### src/rtl/cp0_exc_unit_if.sv
// ---------------------------------------------------------------------------
// cp0_exc_unit_if
// Bundle between the M stage / next-PC logic and the CP0 exception unit.
//
// Pipeline -> CP0 (master drives, slave samples):
//   valid_m     M stage holds a real instruction (0 = bubble)
//   stall_m     M stage frozen; nothing commits this cycle
//   pc_m[31:0]  PC of the M-stage instruction
//   bd_m        M-stage instruction sits in a branch delay slot
//   exc_m       M-stage instruction raised a synchronous exception
//   exc_code_m  ExcCode that goes with exc_m
//   eret_m      M-stage instruction is eret
//   we          mtc0 commit
//   addr[4:0]   CP0 register number for mfc0/mtc0
//   wdata[31:0] mtc0 data
//   hwint[5:0]  level-sensitive hardware interrupt lines
// CP0 -> pipeline (slave drives, master samples):
//   rdata[31:0] mfc0 data, combinational from addr
//   kernel      exception/interrupt entry this cycle
//   eret        eret commits this cycle
//   epc[31:0]   current EPC register (eret redirect target)
//   flush       squash F/D/E (kernel | eret)
//   vector      handler entry address used when kernel is high
// ---------------------------------------------------------------------------
interface cp0_exc_unit_if;
  logic        valid_m;
  logic        stall_m;
  logic [31:0] pc_m;
  logic        bd_m;
  logic        exc_m;
  logic [4:0]  exc_code_m;
  logic        eret_m;
  logic        we;
  logic [4:0]  addr;
  logic [31:0] wdata;
  logic [5:0]  hwint;

  logic [31:0] rdata;
  logic        kernel;
  logic        eret;
  logic [31:0] epc;
  logic        flush;
  logic [31:0] vector;

  modport master (
    output valid_m, stall_m, pc_m, bd_m, exc_m, exc_code_m, eret_m,
           we, addr, wdata, hwint,
    input  rdata, kernel, eret, epc, flush, vector
  );

  modport slave (
    input  valid_m, stall_m, pc_m, bd_m, exc_m, exc_code_m, eret_m,
           we, addr, wdata, hwint,
    output rdata, kernel, eret, epc, flush, vector
  );
endinterface

### src/rtl/cp0_exc_unit.sv
// ---------------------------------------------------------------------------
// cp0_exc_unit
// Coprocessor-0 exception/interrupt controller sitting beside the M stage.
// Samples the committing instruction, decides exception/interrupt entry,
// holds SR(12) / Cause(13) / EPC(14) / PRId(15), serves mfc0/mtc0 and
// produces the kernel / eret / epc redirect signals for the next-PC logic.
//
// Ports:
//   clk    rising-edge clock
//   rst_n  asynchronous active-low reset
//   bus    cp0_exc_unit_if.slave (M-stage inputs, redirect/read outputs)
//
// Parameters:
//   EX_VECTOR  handler entry address, presented on bus.vector
//   PRID_VAL   read-only PRId contents
//
// Optional feature (compile-time macro CP0_COUNT_EN):
//   defined   -> Count(9) / Compare(11) timer; Count increments every
//                cycle, a Count==Compare match latches a timer pending bit
//                that is ORed into IP[15]; writing Compare clears it.
//   undefined -> regs 9/11 read as 0, writes ignored, IP[15] = hwint[5].
// ---------------------------------------------------------------------------
module cp0_exc_unit #(
  parameter logic [31:0] EX_VECTOR = 32'h0000_4180,
  parameter logic [31:0] PRID_VAL  = 32'h4D49_5053
) (
  input  logic          clk,
  input  logic          rst_n,
  cp0_exc_unit_if.slave bus
);

  localparam logic [4:0] REG_COUNT   = 5'd9;
  localparam logic [4:0] REG_COMPARE = 5'd11;
  localparam logic [4:0] REG_SR      = 5'd12;
  localparam logic [4:0] REG_CAUSE   = 5'd13;
  localparam logic [4:0] REG_EPC     = 5'd14;
  localparam logic [4:0] REG_PRID    = 5'd15;

  // Architectural state
  logic [5:0]  im_reg;
  logic        exl_reg;
  logic        ie_reg;
  logic        bd_reg;
  logic [5:0]  ip_reg;        // hwint sampled every cycle
  logic [4:0]  exc_code_reg;
  logic [31:0] epc_reg;

  // Control decode
  logic        timer_irq;
  logic [5:0]  ip_eff;        // IP as seen by software and by irq
  logic        irq;
  logic        take;
  logic        do_eret;
  logic        do_mtc0;
  logic [31:0] epc_entry;
  logic [31:0] rdata_c;

  // -------------------------------------------------------------------------
  // Optional Count/Compare timer
  // -------------------------------------------------------------------------
`ifdef CP0_COUNT_EN
  logic [31:0] count_reg;
  logic [31:0] compare_reg;
  logic        timer_pend_reg;

  always_ff @(posedge clk or negedge rst_n) begin
    if (!rst_n) begin
      count_reg      <= 32'd0;
      compare_reg    <= 32'd0;
      timer_pend_reg <= 1'b0;
    end else begin
      // Count free-runs (wrapping) regardless of stalls; mtc0 reloads it.
      if (do_mtc0 && bus.addr == REG_COUNT) begin
        count_reg <= bus.wdata;
      end else begin
        count_reg <= count_reg + 32'd1;
      end
      // A Compare write acknowledges the timer; it wins over a same-cycle match.
      if (do_mtc0 && bus.addr == REG_COMPARE) begin
        compare_reg    <= bus.wdata;
        timer_pend_reg <= 1'b0;
      end else if (count_reg == compare_reg) begin
        timer_pend_reg <= 1'b1;
      end
    end
  end

  assign timer_irq = timer_pend_reg;
`else
  assign timer_irq = 1'b0;
`endif

  // -------------------------------------------------------------------------
  // Effective IP: line 5 shares its bit with the timer when present.
  // -------------------------------------------------------------------------
  genvar gi;
  generate
    for (gi = 0; gi < 6; gi++) begin : g_ip
      if (gi == 5) begin : g_ip_timer
        assign ip_eff[gi] = ip_reg[gi] | timer_irq;
      end else begin : g_ip_hw
        assign ip_eff[gi] = ip_reg[gi];
      end
    end
  endgenerate

  // -------------------------------------------------------------------------
  // Commit decisions. Priority: interrupt > exception > eret > mtc0.
  // rst_n gates the redirect terms so kernel/eret/flush fall the moment
  // reset asserts, not at the next edge.
  // -------------------------------------------------------------------------
  assign irq     = (|(ip_eff & im_reg)) & ie_reg & ~exl_reg;
  assign take    = rst_n & ~bus.stall_m & bus.valid_m & ~exl_reg & (irq | bus.exc_m);
  assign do_eret = rst_n & ~bus.stall_m & bus.valid_m & bus.eret_m & ~take;
  assign do_mtc0 = bus.we & bus.valid_m & ~bus.stall_m & ~take & ~do_eret;

  // A delay-slot instruction restarts at its branch, one word earlier.
  assign epc_entry = (bus.bd_m ? (bus.pc_m - 32'd4) : bus.pc_m) & 32'hFFFF_FFFC;

  // -------------------------------------------------------------------------
  // SR / Cause / EPC state
  // -------------------------------------------------------------------------
  always_ff @(posedge clk or negedge rst_n) begin
    if (!rst_n) begin
      im_reg       <= 6'd0;
      exl_reg      <= 1'b0;
      ie_reg       <= 1'b0;
      bd_reg       <= 1'b0;
      ip_reg       <= 6'd0;
      exc_code_reg <= 5'd0;
      epc_reg      <= 32'd0;
    end else begin
      // Interrupt lines are sampled even while M is stalled.
      ip_reg <= bus.hwint;

      if (take) begin
        exl_reg      <= 1'b1;
        bd_reg       <= bus.bd_m;
        exc_code_reg <= irq ? 5'd0 : bus.exc_code_m;
        epc_reg      <= epc_entry;
      end else if (do_eret) begin
        exl_reg <= 1'b0;
      end else if (do_mtc0) begin
        case (bus.addr)
          REG_SR: begin
            im_reg  <= bus.wdata[15:10];
            exl_reg <= bus.wdata[1];
            ie_reg  <= bus.wdata[0];
          end
          REG_EPC: begin
            epc_reg <= bus.wdata & 32'hFFFF_FFFC;
          end
          default: begin
            // Cause is read-only to software; PRId and unknown regs ignore writes.
          end
        endcase
      end
    end
  end

  // -------------------------------------------------------------------------
  // mfc0 read mux: shows pre-edge state, so a write is visible next cycle.
  // -------------------------------------------------------------------------
  always_comb begin
    rdata_c = 32'd0;
    case (bus.addr)
      REG_SR:    rdata_c = {16'd0, im_reg, 8'd0, exl_reg, ie_reg};
      REG_CAUSE: rdata_c = {bd_reg, 15'd0, ip_eff, 3'd0, exc_code_reg, 2'd0};
      REG_EPC:   rdata_c = epc_reg;
      REG_PRID:  rdata_c = PRID_VAL;
`ifdef CP0_COUNT_EN
      REG_COUNT:   rdata_c = count_reg;
      REG_COMPARE: rdata_c = compare_reg;
`endif
      default:   rdata_c = 32'd0;
    endcase
  end

  assign bus.rdata  = rdata_c;
  assign bus.kernel = take;
  assign bus.eret   = do_eret;
  assign bus.flush  = take | do_eret;
  assign bus.epc    = epc_reg;
  assign bus.vector = EX_VECTOR;

endmodule

### src/flat_wrapper.sv
// flat-port wrapper written by rule: the top's interface ports become plain ports
module cp0_exc_unit_flat 
#(
  parameter logic [31:0] EX_VECTOR = 32'h0000_4180,
  parameter logic [31:0] PRID_VAL  = 32'h4D49_5053
)
  (clk, rst_n, bus_valid_m, bus_stall_m, bus_pc_m, bus_bd_m, bus_exc_m, bus_exc_code_m, bus_eret_m, bus_we, bus_addr, bus_wdata, bus_hwint, bus_rdata, bus_kernel, bus_eret, bus_epc, bus_flush, bus_vector);
  cp0_exc_unit_if bus_i ();
  input  logic clk;
  input  logic rst_n;
  input wire logic [$bits(bus_i.valid_m)-1:0] bus_valid_m;
  input wire logic [$bits(bus_i.stall_m)-1:0] bus_stall_m;
  input wire logic [$bits(bus_i.pc_m)-1:0] bus_pc_m;
  input wire logic [$bits(bus_i.bd_m)-1:0] bus_bd_m;
  input wire logic [$bits(bus_i.exc_m)-1:0] bus_exc_m;
  input wire logic [$bits(bus_i.exc_code_m)-1:0] bus_exc_code_m;
  input wire logic [$bits(bus_i.eret_m)-1:0] bus_eret_m;
  input wire logic [$bits(bus_i.we)-1:0] bus_we;
  input wire logic [$bits(bus_i.addr)-1:0] bus_addr;
  input wire logic [$bits(bus_i.wdata)-1:0] bus_wdata;
  input wire logic [$bits(bus_i.hwint)-1:0] bus_hwint;
  output wire logic [$bits(bus_i.rdata)-1:0] bus_rdata;
  output wire logic [$bits(bus_i.kernel)-1:0] bus_kernel;
  output wire logic [$bits(bus_i.eret)-1:0] bus_eret;
  output wire logic [$bits(bus_i.epc)-1:0] bus_epc;
  output wire logic [$bits(bus_i.flush)-1:0] bus_flush;
  output wire logic [$bits(bus_i.vector)-1:0] bus_vector;
  assign bus_i.valid_m = bus_valid_m;
  assign bus_i.stall_m = bus_stall_m;
  assign bus_i.pc_m = bus_pc_m;
  assign bus_i.bd_m = bus_bd_m;
  assign bus_i.exc_m = bus_exc_m;
  assign bus_i.exc_code_m = bus_exc_code_m;
  assign bus_i.eret_m = bus_eret_m;
  assign bus_i.we = bus_we;
  assign bus_i.addr = bus_addr;
  assign bus_i.wdata = bus_wdata;
  assign bus_i.hwint = bus_hwint;
  assign bus_rdata = bus_i.rdata;
  assign bus_kernel = bus_i.kernel;
  assign bus_eret = bus_i.eret;
  assign bus_epc = bus_i.epc;
  assign bus_flush = bus_i.flush;
  assign bus_vector = bus_i.vector;
  cp0_exc_unit #(.EX_VECTOR(EX_VECTOR), .PRID_VAL(PRID_VAL)) u_core (.clk(clk), .rst_n(rst_n), .bus(bus_i));
endmodule
### config.mk
export PLATFORM = sky130hd
export DESIGN_NAME = cp0_exc_unit_flat
export DESIGN_NICKNAME = d
export VERILOG_FILES = /design/src/rtl/cp0_exc_unit_if.sv /design/src/rtl/cp0_exc_unit.sv /design/src/flat_wrapper.sv
export SDC_FILE = /design/constraint.sdc
export NUM_CORES = 1
export LEC_CHECK = 0
export CAP_MARGIN = 5
export CORE_ASPECT_RATIO = 0.7
export CORE_MARGIN = 10
export CORE_UTILIZATION = 41
export CTS_CLUSTER_SIZE = 20
export DETAILED_ROUTE_END_ITERATION = 10
export GPL_TIMING_DRIVEN = 0
export PLACE_DENSITY = 0.82
export SYNTH_ARGS = -nofsm -noshare
export SYNTH_HDL_FRONTEND = slang
export SYNTH_SLANG_ARGS = --single-unit
export TNS_END_PERCENT = 5
### constraint.sdc
create_clock -name clk -period 2.9 [get_ports clk]
set_clock_uncertainty 0.2 [all_clocks]
set_input_delay 0.435 -clock clk [delete_from_list [all_inputs] [get_ports clk]]
set_output_delay 0.435 -clock clk [all_outputs]
set_load 0.005 [all_outputs]
==> results.py <==
metrics = {
    "drt": {
        "wl_per_cell_um": 22.0,
        "wl_um": 15700,
        "viasPerCell": 5.75,
        "drt_iter0_markers": 470,
        "post-route-drc-count": 0,
        "first_pass_iters": 5,
        "ant_nets": 0,
        "vias": 4101,
    },
    "clocking": {
        "htree_levels": 2,
        "cts_tree": "yes",
        "insertion_delay_ps": 300,
        "cts_buffer_depth": 2,
        "cts_root_buffer": "clkbuf_16",
        "cts_buffers": 5,
        "path_clk_slew_ps": 70,
        "cts_num_sinks": 50,
    },
    "worst_setup_path": {
        "ff2ff_setup_slack_ps": 340,
        "crit_type": "input port to primary output",
        "path_cells": "clkdlybuf4s50_1 > and4b_2 > and2_1 > a22o_1 > clkdlybuf4s50_1",
        "arrival_ps": 2230,
        "r2r_start": "u_core.im_reg[5]",
        "crit_top_cell": "clkdlybuf4s50_1",
        "cp.required_ps": 2270,
        "worst_setup_path_end_kind": "primary output",
        "slowest_delay_ps": 540,
        "slowest_stage": "clkdlybuf4s50_1",
        "start_kind": "input port",
        "r2r_end": "u_core.im_reg[0]",
        "worstPathMaxFanout": 5,
        "reg2regPathDepth": 5,
    },
    "placement": {
        "routabilityCongestion": 0.918,
        "placed_cells": 700,
        "placed_cell_area_um2": 5420,
        "hpwl_um": 11900,
        "port_buffers": 148,
    },
    "floorplanning": {
        "start_util": 0.426,
        "die_y_um": 99.0,
        "die-area_um2": 13100,
        "num_rows": 28,
        "ios": 187,
        "die_x_um": 133,
        "core-area_um2": 8580,
    },
    "layout": {
        "seq_area_um2": 1250,
        "finalInstanceArea_um2": 5840,
        "fin_nets": 682,
        "final_cells": 713,
        "drive_above_1_share": 0.145,
        "largest_reg_flops": 30,
        "multi_input_area_um2": 2120,
        "fillers": 683,
        "area_delta_synth_final_pct": 59.7,
        "num_antenna_cells": 0,
    },
    "power": {
        "peakVddDrop_mv": 0.283,
        "leakage_nw": 2.68,
        "pwr_density_cell_nw_per_um2": 475,
        "p_total_mw": 2.77,
    },
    "yosys": {
        "syn_area_um2": 3650,
        "yosys-top-cells-count": "dfrtp_1, buf_4, mux2i_1",
        "synth_edf_count": 0,
        "ys_ff_latch": 50,
        "synth_area_leaders": "dfrtp_1, mux2i_1, buf_4",
        "synth-seq-area-share": 0.342,
        "yosysTopAreaCellShare": 0.342,
        "synth_flop_cell": "dfrtp_1",
        "synthDistinctLibCells": 46,
        "synth.most_common_cell": "dfrtp_1",
        "ys.warnings.count": 0,
        "syn_avg_cell_area_um2": 9.16,
        "yosys.area.top_type": "dfrtp_1",
        "synthCells": 399,
        "ys_async_sr_fraction": 1.00,
    },
    "global_route": {
        "grt_pass1_vias": 4206,
        "overflow": 0,
        "grt_pass1_wl_um": 24000,
        "grt_usage": 0.228,
        "grt_start_max_net_pins": 20,
        "antenna_found_initial": 0,
    },
    "sta": {
        "setup_viol_count_final": 0,
        "relSlewSlack": 0.412,
        "fin_crit_sh": 0.987,
        "slew_viol_final": 0,
        "period_needed_ps": 2860,
        "rsz0062_at_grt": "yes",
        "hold_violations": 0,
        "fmax_mhz": 349,
        "worst_pin_slew_ps": 877,
        "whs_ps": 3.70,
    },
    "run_status": {
        "outcome": "finished, final reports clean",
    },
    "job": {
        "max_cap_violations": 0,
    },
    "hold_path": {
        "hp-class": "input port to async pin",
    },
}
-- final cells by class --
| cell class | count | share of cell area |
|---|---|---|
| clock buffer | 5 | 0.0214 |
| sequential | 50 | 0.214 |
| tap | 120 | 0.0257 |
| multi-input combinational | 293 | 0.363 |
| buffer | 63 | 0.0808 |
| inverter | 21 | 0.0135 |
| timing repair buffer | 159 | 0.278 |
| clock inverter | 2 | 0.00257 |
-- layer usage --
metal  share of wire  GRT usage
met3            0.13     0.0832
met5               0          0
met4           0.021     0.0599
met2            0.46      0.368
met1            0.39      0.283
-- placed cells by master (no fill, tap or decap), types with 4 or more instances in the layout --
master           netlist  final
nand3_1                5      5
clkbuf_1              26     17
nand2_1               11     10
a22oi_1                8      6
and3_1                11     11
or2_2                  4      4
nand4_1                5      5
nor3_1                 4      4
inv_1                 21     20
xnor2_1                4      4
a22o_1                 9      9
or3_1                  7      7
mux2_2                 8      8
a31oi_1               18     18
clkdlybuf4s50_1        0    131
nor2_1                 9      9
conb_1                 2     34
a21o_1                 9      9
a21oi_1                8      8
o31ai_1               14     14
o21ai_0               12      9
mux2i_1               27     27
dlygate4sd3_1          0      4
clkbuf_16              0      7
a41oi_1               16     16
dlygate4sd2_1          0      8
dlymetal6s2s_1         0      8
a221oi_1              17     17
buf_4                 35     43
dfrtp_1               50     50
or4_1                 19     19
xor2_1                 8      8
-- critical path, delay by kind of cell --
| family | cells | cell delay, ps |
|---|---|---|
| and+or+nand+nor | 2 | 560 |
| AOI/OAI and AO/OA | 1 | 190 |
| buffers and inverters | 2 | 1040 |
-- metrics by stage --
stage               setup TNS (ps)  utilization  setup slack, ps
detailed placement          -26040        0.631             -990
global route                 -19.6        0.680            -10.1
finish                           0        0.680             37.8
CTS                          -5.53        0.671            -5.53
floorplan                        0            -              502
global placement           -116340        0.630            -2600
-- cell families after synthesis --
group / count (synthesis) / share of synthesized area
AOI/OAI and AO/OA: 113 / 0.227
xor gates and xnor gates: 12 / 0.0288
adders and majority gates: 1 / 0.00342
buffers and inverters: 88 / 0.128
DFF: 50 / 0.342
muxes: 35 / 0.0986
other: 2 / 0.00206
and+or+nand+nor: 98 / 0.170
-- power by group --
part | internal (mW) | leakage, nW | total [mW] | switching [mW]
Sequential | 0.901 | 0.598 | 1.09 | 0.193
Clock | 0.315 | 0.0619 | 0.587 | 0.272
Combinational | 0.663 | 2.02 | 1.09 | 0.428
-- worst max-delay path by stage --
stage	end	depth (start not counted)	slack [ps]	from
3_5_place_dp	bus_kernel	8	-990	bus_valid_m
2_1_floorplan	u_core.bus.epc[25]	6	500	bus_bd_m
4_1_cts	bus_kernel	7	-6	bus_valid_m
5_1_grt	bus_rdata[27]	6	-10	bus_addr[4]
3_3_place_gp	bus_kernel	8	-2600	rst_n
6_report	bus_rdata[3]	5	40	bus_addr[2]
-- what timing repair did --
| action | 4_1_cts | 5_1_grt |
|---|---|---|
| endpoints found under the setup margin | 43 | 34 |
| buffers inserted | 4 | 1 |
| hold buffers | 4 | 0 |
| hold endpoints to repair | 18 | 0 |
| pin swaps | 5 | 1 |
| resized for setup | 46 | 24 |
| gates cloned | 1 | 0 |
(Power assumes the default switching activity.)
